## src/rtl/rom_arbiter_if.sv

```systemverilog
// rom_arbiter_if -- bundle between the ROM arbiter, its two requesters
// (instruction fetch "if_*", load/store "ls_*") and the ROM wrapper ("rom_*").
//
// Parameters: AW = ROM word-address width, DW = data width.
//
// Request/grant semantics:
//   xx_req is a per-cycle request. xx_gnt is the combinational answer for the
//   same cycle. A request counts as accepted only in a cycle where req and gnt
//   are both high. A denied requester simply presents the request again; the
//   arbiter keeps no copy of a denied address. rom_ce/rom_addr drive the ROM
//   in the grant cycle. rom_rdata comes back one cycle later and appears on
//   the winner's xx_rdata qualified by xx_rvalid. There is no backpressure on
//   the return path.
//
// Modports:
//   slave  -- the arbiter side (requests and ROM data in, grants/data/ROM ctrl out)
//   master -- the environment side (fetch, LSU and ROM wrapper)
interface rom_arbiter_if #(
  parameter int AW = 12,
  parameter int DW = 32
);
  logic          if_req;
  logic [AW-1:0] if_addr;
  logic          if_gnt;
  logic          if_rvalid;
  logic [DW-1:0] if_rdata;

  logic          ls_req;
  logic [AW-1:0] ls_addr;
  logic          ls_gnt;
  logic          ls_rvalid;
  logic [DW-1:0] ls_rdata;

  logic          rom_ce;
  logic [AW-1:0] rom_addr;
  logic [DW-1:0] rom_rdata;

  modport slave (
    input  if_req, if_addr, ls_req, ls_addr, rom_rdata,
    output if_gnt, if_rvalid, if_rdata,
    output ls_gnt, ls_rvalid, ls_rdata,
    output rom_ce, rom_addr
  );

  modport master (
    output if_req, if_addr, ls_req, ls_addr, rom_rdata,
    input  if_gnt, if_rvalid, if_rdata,
    input  ls_gnt, ls_rvalid, ls_rdata,
    input  rom_ce, rom_addr
  );
endinterface

```

## src/rtl/rom_arbiter.sv

```systemverilog
// rom_arbiter -- shares the single-port instruction ROM between instruction
// fetch and the load/store data port. At most one grant per cycle. The ROM
// read data (one-cycle latency) is steered back to whichever port won the
// previous cycle.
//
// Ports:
//   clk        core clock, all state on the rising edge
//   rst        asynchronous, active-high reset
//   bus        rom_arbiter_if.slave: fetch port, load port, ROM port
//   dbg_owner  owner_q state (0 = NONE, 1 = IF, 2 = LS)
//   dbg_wait   starvation counter wait_q (always 0 when the guard is not built)
//
// Parameters:
//   AW, DW     address / data width. Must match the interface instance.
//   MAX_WAIT   consecutive denied fetch cycles before fetch is forced to win (1..15)
//
// Build option:
//   ROM_ARB_STARVE_GUARD_EN  when defined, the starvation counter and guard are
//                            built. When undefined, priority is strictly ls > if,
//                            so a continuous ls_req can starve fetch and MAX_WAIT
//                            has no effect.
//
// Grants, rom_ce and rom_addr are purely combinational from the requests and
// registered state, so they follow the requests even while rst is held. Data is
// still discarded during reset because owner_q is forced to NONE.
module rom_arbiter #(
  parameter int AW       = 12,
  parameter int DW       = 32,
  parameter int MAX_WAIT = 4
) (
  input  logic         clk,
  input  logic         rst,
  rom_arbiter_if.slave bus,
  output logic [1:0]   dbg_owner,
  output logic [3:0]   dbg_wait
);

  typedef enum logic [1:0] {
    OWN_NONE = 2'd0,
    OWN_IF   = 2'd1,
    OWN_LS   = 2'd2
  } owner_t;

  // Catch an out-of-range MAX_WAIT at elaboration. wait_q is only 4 bits wide.
  if (MAX_WAIT < 1 || MAX_WAIT > 15) begin : g_bad_max_wait
    $error("rom_arbiter: MAX_WAIT=%0d outside 1..15", MAX_WAIT);
  end

  owner_t owner_q, owner_d;
  logic   if_gnt_c, ls_gnt_c;
  logic   guard_fire;

`ifdef ROM_ARB_STARVE_GUARD_EN
  localparam logic [3:0] WAIT_LIMIT = 4'(MAX_WAIT);

  logic [3:0] wait_q, wait_d;

  // Fetch has now been denied WAIT_LIMIT times in a row, so this collision
  // goes to fetch.
  assign guard_fire = bus.if_req && bus.ls_req && (wait_q == WAIT_LIMIT);
`else
  assign guard_fire = 1'b0;
`endif

  // ---------------------------------------------------------------------------
  // State register
  // ---------------------------------------------------------------------------
  always_ff @(posedge clk or posedge rst) begin
    if (rst) begin
      owner_q <= OWN_NONE;
`ifdef ROM_ARB_STARVE_GUARD_EN
      wait_q  <= 4'd0;
`endif
    end else begin
      owner_q <= owner_d;
`ifdef ROM_ARB_STARVE_GUARD_EN
      wait_q  <= wait_d;
`endif
    end
  end

  // ---------------------------------------------------------------------------
  // Arbitration and next state
  // ---------------------------------------------------------------------------
  always_comb begin
    if_gnt_c = 1'b0;
    ls_gnt_c = 1'b0;
    owner_d  = OWN_NONE;

    // Load has priority. When the guard fires, fetch is known to be
    // requesting, so it takes the slot.
    if (bus.ls_req && !guard_fire) begin
      ls_gnt_c = 1'b1;
      owner_d  = OWN_LS;
    end else if (bus.if_req) begin
      if_gnt_c = 1'b1;
      owner_d  = OWN_IF;
    end

`ifdef ROM_ARB_STARVE_GUARD_EN
    wait_d = 4'd0;
    if (bus.if_req && !if_gnt_c) begin
      // Saturation is defensive. At the limit the guard already grants fetch.
      wait_d = (wait_q == WAIT_LIMIT) ? wait_q : wait_q + 4'd1;
    end
`endif
  end

  // ---------------------------------------------------------------------------
  // Outputs
  // ---------------------------------------------------------------------------
  always_comb begin
    bus.if_gnt = if_gnt_c;
    bus.ls_gnt = ls_gnt_c;
    bus.rom_ce = if_gnt_c | ls_gnt_c;

    bus.rom_addr = '0;
    if (ls_gnt_c) begin
      bus.rom_addr = bus.ls_addr;
    end else if (if_gnt_c) begin
      bus.rom_addr = bus.if_addr;
    end

    bus.if_rvalid = (owner_q == OWN_IF);
    bus.ls_rvalid = (owner_q == OWN_LS);

    // The data bus of a port that did not own the previous slot is forced to
    // zero, so the other port's data never shows on it.
    bus.if_rdata = (owner_q == OWN_IF) ? bus.rom_rdata : '0;
    bus.ls_rdata = (owner_q == OWN_LS) ? bus.rom_rdata : '0;

    dbg_owner = owner_q;
`ifdef ROM_ARB_STARVE_GUARD_EN
    dbg_wait  = wait_q;
`else
    dbg_wait  = 4'd0;
`endif
  end

endmodule

```

## src/flat_wrapper.sv

```systemverilog
// flat-port wrapper written by rule: the top's interface ports become plain ports
module rom_arbiter_flat 
#(
  parameter int AW       = 12,
  parameter int DW       = 32,
  parameter int MAX_WAIT = 4
)
  (clk, rst, dbg_owner, dbg_wait, bus_if_req, bus_if_addr, bus_ls_req, bus_ls_addr, bus_rom_rdata, bus_if_gnt, bus_if_rvalid, bus_if_rdata, bus_ls_gnt, bus_ls_rvalid, bus_ls_rdata, bus_rom_ce, bus_rom_addr);
  rom_arbiter_if #(.AW(AW), .DW(DW)) bus_i ();
  input  logic clk;
  input  logic rst;
  output logic [1:0] dbg_owner;
  output logic [3:0] dbg_wait;
  input wire logic [$bits(bus_i.if_req)-1:0] bus_if_req;
  input wire logic [$bits(bus_i.if_addr)-1:0] bus_if_addr;
  input wire logic [$bits(bus_i.ls_req)-1:0] bus_ls_req;
  input wire logic [$bits(bus_i.ls_addr)-1:0] bus_ls_addr;
  input wire logic [$bits(bus_i.rom_rdata)-1:0] bus_rom_rdata;
  output wire logic [$bits(bus_i.if_gnt)-1:0] bus_if_gnt;
  output wire logic [$bits(bus_i.if_rvalid)-1:0] bus_if_rvalid;
  output wire logic [$bits(bus_i.if_rdata)-1:0] bus_if_rdata;
  output wire logic [$bits(bus_i.ls_gnt)-1:0] bus_ls_gnt;
  output wire logic [$bits(bus_i.ls_rvalid)-1:0] bus_ls_rvalid;
  output wire logic [$bits(bus_i.ls_rdata)-1:0] bus_ls_rdata;
  output wire logic [$bits(bus_i.rom_ce)-1:0] bus_rom_ce;
  output wire logic [$bits(bus_i.rom_addr)-1:0] bus_rom_addr;
  assign bus_i.if_req = bus_if_req;
  assign bus_i.if_addr = bus_if_addr;
  assign bus_i.ls_req = bus_ls_req;
  assign bus_i.ls_addr = bus_ls_addr;
  assign bus_i.rom_rdata = bus_rom_rdata;
  assign bus_if_gnt = bus_i.if_gnt;
  assign bus_if_rvalid = bus_i.if_rvalid;
  assign bus_if_rdata = bus_i.if_rdata;
  assign bus_ls_gnt = bus_i.ls_gnt;
  assign bus_ls_rvalid = bus_i.ls_rvalid;
  assign bus_ls_rdata = bus_i.ls_rdata;
  assign bus_rom_ce = bus_i.rom_ce;
  assign bus_rom_addr = bus_i.rom_addr;
  rom_arbiter #(.AW(AW), .DW(DW), .MAX_WAIT(MAX_WAIT)) u_core (.clk(clk), .rst(rst), .bus(bus_i), .dbg_owner(dbg_owner), .dbg_wait(dbg_wait));
endmodule
```

## config.mk

```make
export PLATFORM = sky130hd
export DESIGN_NAME = rom_arbiter_flat
export DESIGN_NICKNAME = d
export VERILOG_FILES = /design/src/rtl/rom_arbiter_if.sv /design/src/rtl/rom_arbiter.sv /design/src/flat_wrapper.sv
export SDC_FILE = /design/constraint.sdc
export NUM_CORES = 1
export LEC_CHECK = 0
export BUFFER_PORTS_ARGS = -buffer_cell sky130_fd_sc_hd__buf_2
export CAP_MARGIN = 10
export CORE_ASPECT_RATIO = 0.75
export CORE_MARGIN = 2
export CORE_UTILIZATION = 25
export DETAILED_ROUTE_END_ITERATION = 6
export GPL_TIMING_DRIVEN = 1
export PLACE_DENSITY = 0.81
export SLEW_MARGIN = 0
export SYNTH_ARGS = -nofsm -noshare
export SYNTH_HDL_FRONTEND = slang
export SYNTH_SLANG_ARGS = --single-unit
```

## constraint.sdc

```tcl
create_clock -name clk -period 1.4 [get_ports clk]
set_clock_uncertainty 0.2 [all_clocks]
set_input_delay 0.21 -clock clk [delete_from_list [all_inputs] [get_ports clk]]
set_output_delay 0.21 -clock clk [all_outputs]
set_load 0.02 [all_outputs]
```

==> impl_metrics.xml, run 1 <==
<?xml version="1.0" encoding="UTF-8"?>
<metrics>
  <group name="layout">
    <metric name="post_route_cells_drive_above_1_share" unit="%">83.7</metric>
    <metric name="multiInputGateArea" unit="µm²">752</metric>
    <metric name="layout.filler_cells" unit="">222</metric>
    <metric name="mostFrequentLayoutCell" unit="">sky130_fd_sc_hd__buf_2</metric>
    <metric name="register_area" unit="µm²">52.6</metric>
    <metric name="insertedDiodeCount" unit="">0</metric>
    <metric name="instances_no_fill" unit="">302</metric>
    <metric name="number_of_flip_flops_under_the_largest_register_name" unit="">2</metric>
    <metric name="finish.net_count" unit="">326</metric>
    <metric name="most-common-layout-cells" unit="">sky130_fd_sc_hd__buf_2, sky130_fd_sc_hd__buf_6, sky130_fd_sc_hd__and2_4, sky130_fd_sc_hd__and2_2, sky130_fd_sc_hd__nand2_1</metric>
    <metric name="area_growth_from_synthesis_to_layout" unit="%">181</metric>
  </group>
  <group name="power_and_ir_drop">
    <metric name="p_int" unit="W">0.000580</metric>
    <metric name="p_sw_share" unit="%">39.1</metric>
    <metric name="share_clk_of_total_power" unit="%">23.5</metric>
    <metric name="power.share.sequential" unit="%">7.1</metric>
    <metric name="leakagePower" unit="nW">1.17</metric>
    <metric name="vdd_drop_max" unit="µV">410</metric>
    <metric name="power_density" unit="nW/µm²">456</metric>
    <metric name="combPwrFrac" unit="%">69.4</metric>
    <metric name="total_switching_power" unit="W">0.000372</metric>
  </group>
  <group name="route">
    <metric name="detailroute.via_count" unit="">1298</metric>
    <metric name="antenna_left" unit="">0</metric>
    <metric name="drt_drc_violations_left" unit="">0</metric>
    <metric name="detailedRoute.firstIterationViolations" unit="">33</metric>
    <metric name="detailedRoute.firstPassIterationCount" unit="">3</metric>
    <metric name="detail_route.vias_per_cell" unit="">4.30</metric>
    <metric name="detail_route.wirelength" unit="µm">4210</metric>
    <metric name="wl_per_cell" unit="µm">13.9</metric>
  </group>
  <group name="die">
    <metric name="i_o_pin_cnt" unit="">147</metric>
    <metric name="die_area" unit="µm²">3420</metric>
    <metric name="chipWidth" unit="µm">66.9</metric>
    <metric name="coreArea" unit="µm²">2890</metric>
    <metric name="core.rowCount" unit="">17</metric>
    <metric name="initial_core_util" unit="%">25.6</metric>
    <metric name="die_h" unit="µm">51.2</metric>
  </group>
  <group name="grt">
    <metric name="global_route.overflow_total" unit="">0</metric>
    <metric name="grt_pass1_wl" unit="µm">5610</metric>
    <metric name="grt_antenna_before_repair" unit="">0</metric>
    <metric name="grt_start_max_net_pins" unit="">21</metric>
    <metric name="first_global_vias" unit="">1189</metric>
    <metric name="grt_use_total" unit="%">21.6</metric>
  </group>
  <group name="critical_path">
    <metric name="path_max_fanout" unit="">20</metric>
    <metric name="setup.worst_path.class" unit="">reg -&gt; out</metric>
    <metric name="crit_chain" unit="">nor2b_4, buf_12, and2_2, buf_6</metric>
    <metric name="timing.critical_path.max_delay_family" unit="">flip-flops</metric>
    <metric name="worst_setup_path_startpoint" unit="">u_core.dbg_owner[0]</metric>
    <metric name="startpoint_type" unit="">register</metric>
    <metric name="slowest_stage" unit="">sky130_fd_sc_hd__dfrtp_2</metric>
    <metric name="timing.critical_path.to_type" unit="">primary output</metric>
    <metric name="critical_path_required" unit="ps">990</metric>
    <metric name="worst_path_buffer_plus_inverter_count" unit="">2</metric>
    <metric name="critical_path.max_stage_delay" unit="ps">430</metric>
    <metric name="timing.critical_path.arrival" unit="ps">1270</metric>
  </group>
  <group name="sta">
    <metric name="hold_violations" unit="">0</metric>
    <metric name="setup-tns-final" unit="ps">-16590</metric>
    <metric name="timing.final.max_slew_violations" unit="">0</metric>
    <metric name="setup_ws" unit="ps">-285</metric>
    <metric name="final_min_period_over_clock_period" unit="%">120</metric>
    <metric name="setup_viol" unit="">66</metric>
    <metric name="clock_period_minus_worst_slack" unit="ps">1680</metric>
    <metric name="max_clock_freq" unit="MHz">594</metric>
    <metric name="unrepaired_setup_endpoints_after_global_routing" unit="">true</metric>
  </group>
  <group name="outcome">
    <metric name="violations_in_the_final_reports" unit="">setup timing</metric>
    <metric name="status" unit="">finished with violations</metric>
  </group>
  <group name="logic_synthesis">
    <metric name="synth_seq_area_share" unit="%">6.75</metric>
    <metric name="postSynthAreaPerCell" unit="µm²">6.18</metric>
    <metric name="netlist_instances" unit="">120</metric>
    <metric name="post_synth_instance_area" unit="µm²">742</metric>
    <metric name="netlist-cell-type-count" unit="">14</metric>
    <metric name="ffs_latches_synth" unit="">2</metric>
    <metric name="ys.warnings.count" unit="">0</metric>
  </group>
  <group name="clock_tree">
    <metric name="number_of_setup_buffers_added_after_cts" unit="">0</metric>
    <metric name="cts_made_buffers" unit="">3</metric>
    <metric name="cts_tree" unit="">yes</metric>
    <metric name="clockBufferDepth" unit="">2</metric>
    <metric name="clkSlewWorstSetupHoldPaths" unit="ps">30</metric>
    <metric name="cts.sinks" unit="">2</metric>
    <metric name="cts-root-buf" unit="">sky130_fd_sc_hd__clkbuf_8</metric>
    <metric name="cts-htree-levels" unit="">1</metric>
  </group>
  <group name="job">
    <metric name="maxCapViolations" unit="">0</metric>
  </group>
  <group name="place">
    <metric name="dp_hpwl" unit="µm">2490</metric>
    <metric name="post_place_setup_slack" unit="ps">-197</metric>
    <metric name="globalplace.congestion" unit="">0.661</metric>
    <metric name="io_buffer_count" unit="">142</metric>
    <metric name="dpl.cell_count" unit="">295</metric>
  </group>
  <group name="min_path">
    <metric name="min_from" unit="">bus_ls_req</metric>
    <metric name="hold_path.class" unit="">in -&gt; reg</metric>
  </group>
</metrics>
-- per-layer routing --
layer,share of wire [%],wire length [µm],GRT usage [%],vias up
met2,56,2350,43.0,61
li1,-,-,-,645
met4,0.90,38,6.46,0
met5,0,0,0,-
met3,7.2,305,3.96,4
met1,36,1510,22.6,588
-- cell type report --
class / count / share of cell area [%]
Timing Repair Buffer: 149 / 57.0
Multi-Input combinational cell: 109 / 36.0
Inverter: 1 / 0.180
Tap cell: 38 / 2.28
Clock buffer: 3 / 1.98
Sequential cell: 2 / 2.52
-- final timing paths --
kind | depth (start not counted) | end | slack, ps
setup / recovery | 4 | bus_if_rdata[5] | -280
hold / removal | 1 | u_core.dbg_owner[1] | 30
max in group asynchronous | 3 | u_core.dbg_owner[1] | 690
min in group asynchronous | 3 | u_core.dbg_owner[0] | 190
-- cells by family after synthesis --
family                 count (synthesis)  synth area share (%)
AND/OR/NAND/NOR                       90                  70.0
buffers and inverters                 15                  14.2
AO/OA/AOI/OAI                         12                  8.60
flip-flops                             2                  6.75
other                                  1                 0.505
-- per-stage QoR --
stage	hold slack (ps)	instance area (µm²)	utilization [%]	power (W)
6_report	29.1	2090	72.2	0.000952
5_1_grt	29.5	2090	72.2	0.00101
4_1_cts	16.6	2000	69.1	0.000915
3_5_place_dp	-136	1560	53.9	0.000571
3_3_place_gp	-135	1560	53.9	0.000564
2_1_floorplan	-249	851	-	0.000385
-- repair_timing --
action	in CTS	in global routing
hold buffers	1	0
gates resized for setup	131	30
cloned	3	0
pin swaps	12	11
setup endpoints to repair	66	67
hold endpoints to repair	2	0
-- power groups by stage --
stage / sequential (W) / clock (W) / combinational, W
global route: 0.0000683 / 0.000240 / 0.000698
floorplan: 0.0000689 / 0 / 0.000316
finish: 0.0000677 / 0.000224 / 0.000660
CTS: 0.0000674 / 0.000232 / 0.000616
detailed placement: 0.0000651 / 0 / 0.000505
global placement: 0.0000649 / 0 / 0.000499
-- synthesized netlist by cell type --
master / n / share of area [%]
sky130_fd_sc_hd__nand2_1: 22 / 11
sky130_fd_sc_hd__nor2b_1: 1 / 0.84
sky130_fd_sc_hd__a22o_1: 1 / 1.2
sky130_fd_sc_hd__buf_6: 3 / 4.6
sky130_fd_sc_hd__dfrtp_1: 2 / 6.7
sky130_fd_sc_hd__conb_1: 1 / 0.51
sky130_fd_sc_hd__and2_1: 64 / 54
sky130_fd_sc_hd__nor2b_4: 1 / 1.9
sky130_fd_sc_hd__o21ai_1: 11 / 7.4
sky130_fd_sc_hd__buf_2: 6 / 4.0
sky130_fd_sc_hd__inv_1: 1 / 0.51
sky130_fd_sc_hd__or2_1: 1 / 0.84
sky130_fd_sc_hd__buf_4: 5 / 5.1
sky130_fd_sc_hd__and2b_4: 1 / 1.3
No activity file was read; power rests on OpenSTA's default activity.
==> run 2, diff against run 1 <==
--- a/config.mk
+++ b/config.mk
@@ -5,7 +5,7 @@
 export SDC_FILE = /design/constraint.sdc
 export NUM_CORES = 1
 export LEC_CHECK = 0
-export BUFFER_PORTS_ARGS = -buffer_cell sky130_fd_sc_hd__buf_2
+export BUFFER_PORTS_ARGS = -buffer_cell sky130_fd_sc_hd__buf_4
 export CAP_MARGIN = 10
 export CORE_ASPECT_RATIO = 0.75
 export CORE_MARGIN = 2
==> impl_metrics.xml, run 2 (synthesis results as in run 1) <==
<?xml version="1.0" encoding="UTF-8"?>
<metrics>
  <group name="critical_path">
    <metric name="setup.worst_path.class" unit="">reg -&gt; out</metric>
    <metric name="startpoint_type" unit="">register</metric>
    <metric name="critical_path.max_stage_delay" unit="ps">390</metric>
    <metric name="timing.critical_path.to_type" unit="">primary output</metric>
    <metric name="worstSetupEndpoint" unit="">bus_ls_rdata[5]</metric>
    <metric name="crit_chain" unit="">and2b_4, buf_12, and2_2, buf_6</metric>
    <metric name="critical_path_required" unit="ps">990</metric>
    <metric name="worst_path_buffer_plus_inverter_count" unit="">2</metric>
    <metric name="path_depth" unit="">4</metric>
    <metric name="timing.critical_path.arrival" unit="ps">1300</metric>
    <metric name="slowest_stage" unit="">sky130_fd_sc_hd__dfrtp_2</metric>
    <metric name="path_max_fanout" unit="">22</metric>
    <metric name="worst_setup_path_startpoint" unit="">u_core.dbg_owner[0]</metric>
    <metric name="timing.critical_path.max_delay_family" unit="">simple AND/OR/NAND/NOR gates</metric>
  </group>
  <group name="min_path">
    <metric name="hold_path.class" unit="">in -&gt; reg</metric>
  </group>
  <group name="power_and_ir_drop">
    <metric name="share_clk_of_total_power" unit="%">22.5</metric>
    <metric name="vdd_drop_max" unit="µV">463</metric>
    <metric name="total_switching_power" unit="W">0.000358</metric>
    <metric name="power.share.sequential" unit="%">6.5</metric>
    <metric name="combPwrFrac" unit="%">70.9</metric>
    <metric name="p_sw_share" unit="%">36.1</metric>
    <metric name="power_density" unit="nW/µm²">441</metric>
    <metric name="p_int" unit="W">0.000634</metric>
    <metric name="leakagePower" unit="nW">1.21</metric>
  </group>
  <group name="route">
    <metric name="detail_route.vias_per_cell" unit="">4.18</metric>
    <metric name="detailedRoute.firstPassIterationCount" unit="">4</metric>
    <metric name="detailroute.via_count" unit="">1250</metric>
    <metric name="detailedRoute.firstIterationViolations" unit="">41</metric>
    <metric name="antenna_left" unit="">0</metric>
    <metric name="detail_route.wirelength" unit="µm">3760</metric>
    <metric name="wl_per_cell" unit="µm">12.6</metric>
    <metric name="drt_drc_violations_left" unit="">0</metric>
  </group>
  <group name="clock_tree">
    <metric name="cts_made_buffers" unit="">3</metric>
    <metric name="cts.sinks" unit="">2</metric>
    <metric name="cts-htree-levels" unit="">1</metric>
    <metric name="clockBufferDepth" unit="">2</metric>
    <metric name="cts-root-buf" unit="">sky130_fd_sc_hd__clkbuf_8</metric>
    <metric name="clkSlewWorstSetupHoldPaths" unit="ps">30</metric>
    <metric name="cts_tree" unit="">yes</metric>
  </group>
  <group name="layout">
    <metric name="finish.net_count" unit="">323</metric>
    <metric name="area_growth_from_synthesis_to_layout" unit="%">203</metric>
    <metric name="stdcell_area" unit="µm²">2250</metric>
    <metric name="most-common-layout-cells" unit="">sky130_fd_sc_hd__buf_4, sky130_fd_sc_hd__buf_6, sky130_fd_sc_hd__and2_2, sky130_fd_sc_hd__and2_4, sky130_fd_sc_hd__nand2_1</metric>
    <metric name="layout.filler_cells" unit="">206</metric>
    <metric name="post_route_cells_drive_above_1_share" unit="%">82.0</metric>
    <metric name="register_area" unit="µm²">52.6</metric>
    <metric name="mostFrequentLayoutCell" unit="">sky130_fd_sc_hd__buf_4</metric>
    <metric name="insertedDiodeCount" unit="">0</metric>
    <metric name="multiInputGateArea" unit="µm²">701</metric>
    <metric name="number_of_flip_flops_under_the_largest_register_name" unit="">2</metric>
  </group>
  <group name="sta">
    <metric name="hold_violations" unit="">0</metric>
    <metric name="setup_viol" unit="">66</metric>
    <metric name="clock_period_minus_worst_slack" unit="ps">1710</metric>
    <metric name="final_min_period_over_clock_period" unit="%">122</metric>
    <metric name="unrepaired_setup_endpoints_after_global_routing" unit="">true</metric>
    <metric name="setup-tns-final" unit="ps">-16310</metric>
    <metric name="timing.final.max_slew_violations" unit="">0</metric>
    <metric name="max_clock_freq" unit="MHz">584</metric>
    <metric name="setup_ws" unit="ps">-313</metric>
  </group>
  <group name="grt">
    <metric name="grt_pass1_wl" unit="µm">5290</metric>
    <metric name="grt_use_total" unit="%">20.2</metric>
    <metric name="global_route.overflow_total" unit="">0</metric>
    <metric name="grt_start_max_net_pins" unit="">34</metric>
    <metric name="grt_antenna_before_repair" unit="">0</metric>
    <metric name="first_global_vias" unit="">1114</metric>
  </group>
  <group name="die">
    <metric name="core.rowCount" unit="">17</metric>
    <metric name="coreArea" unit="µm²">2890</metric>
    <metric name="die_h" unit="µm">51.2</metric>
    <metric name="i_o_pin_cnt" unit="">147</metric>
    <metric name="chipWidth" unit="µm">66.9</metric>
    <metric name="die_area" unit="µm²">3420</metric>
    <metric name="initial_core_util" unit="%">25.6</metric>
  </group>
  <group name="place">
    <metric name="dp_hpwl" unit="µm">2860</metric>
    <metric name="dpl_cell_area" unit="µm²">1940</metric>
    <metric name="io_buffer_count" unit="">142</metric>
    <metric name="globalplace.congestion" unit="">0.666</metric>
  </group>
  <group name="job">
    <metric name="maxCapViolations" unit="">0</metric>
  </group>
  <group name="outcome">
    <metric name="violations_in_the_final_reports" unit="">setup timing</metric>
    <metric name="status" unit="">finished with violations</metric>
  </group>
</metrics>
## run 2: power by group through the flow
stage               Sequential (W)  Combinational (W)  Clock (W)
floorplan                0.0000689           0.000316          0
global placement         0.0000651           0.000626          0
detailed placement       0.0000654           0.000633          0
CTS                      0.0000648           0.000701   0.000231
global route             0.0000653           0.000743   0.000233
finish                   0.0000647           0.000703   0.000223
## run 2: cell type report
cell class	count	share of cell area (%)
Timing Repair Buffer	149	62.4
Multi-Input combinational cell	106	31.2
Sequential cell	2	2.34
Tap cell	38	2.11
Clock buffer	3	1.84
Inverter	1	0.167
## run 2: stage by stage
step	util (%)	hold WS, ps	setup WS [ps]	cells	power [W]
2_1_floorplan	-	-249	-54.1	123	0.000385
3_3_place_gp	67.0	-128	-90.0	295	0.000691
3_5_place_dp	67.0	-123	-106	295	0.000699
4_1_cts	77.6	56.6	-317	299	0.000997
5_1_grt	77.7	71.8	-361	299	0.00104
6_report	77.7	58.8	-313	299	0.000991
## run 2: repair_timing
| action | 4_1_cts | 5_1_grt |
|---|---|---|
| resized for setup | 73 | 2 |
| buffers inserted | 0 | 0 |
| cloned | 0 | 0 |
| endpoints found under the hold margin | 2 | 0 |
| pin swaps | 1 | 1 |
| setup endpoints to repair | 66 | 66 |
| hold buffers | 1 | 0 |
## run 2: how the worst min path moves through the flow
stage	from	endpoint	cells past startpoint
floorplan	rst	u_core.dbg_owner[0]	1
global placement	rst	u_core.dbg_owner[0]	2
detailed placement	rst	u_core.dbg_owner[0]	2
CTS	bus_ls_req	u_core.dbg_owner[1]	1
global route	bus_ls_req	u_core.dbg_owner[1]	1
finish	bus_ls_req	u_core.dbg_owner[1]	1
## run 2: metal layers
metal	vias to the layer above	GRT usage, %	wire length (µm)
met5	-	0	0
met4	0	5.10	24
met3	2	3.30	312
met2	55	40.8	2200
met1	557	21.3	1230
li1	636	-	-
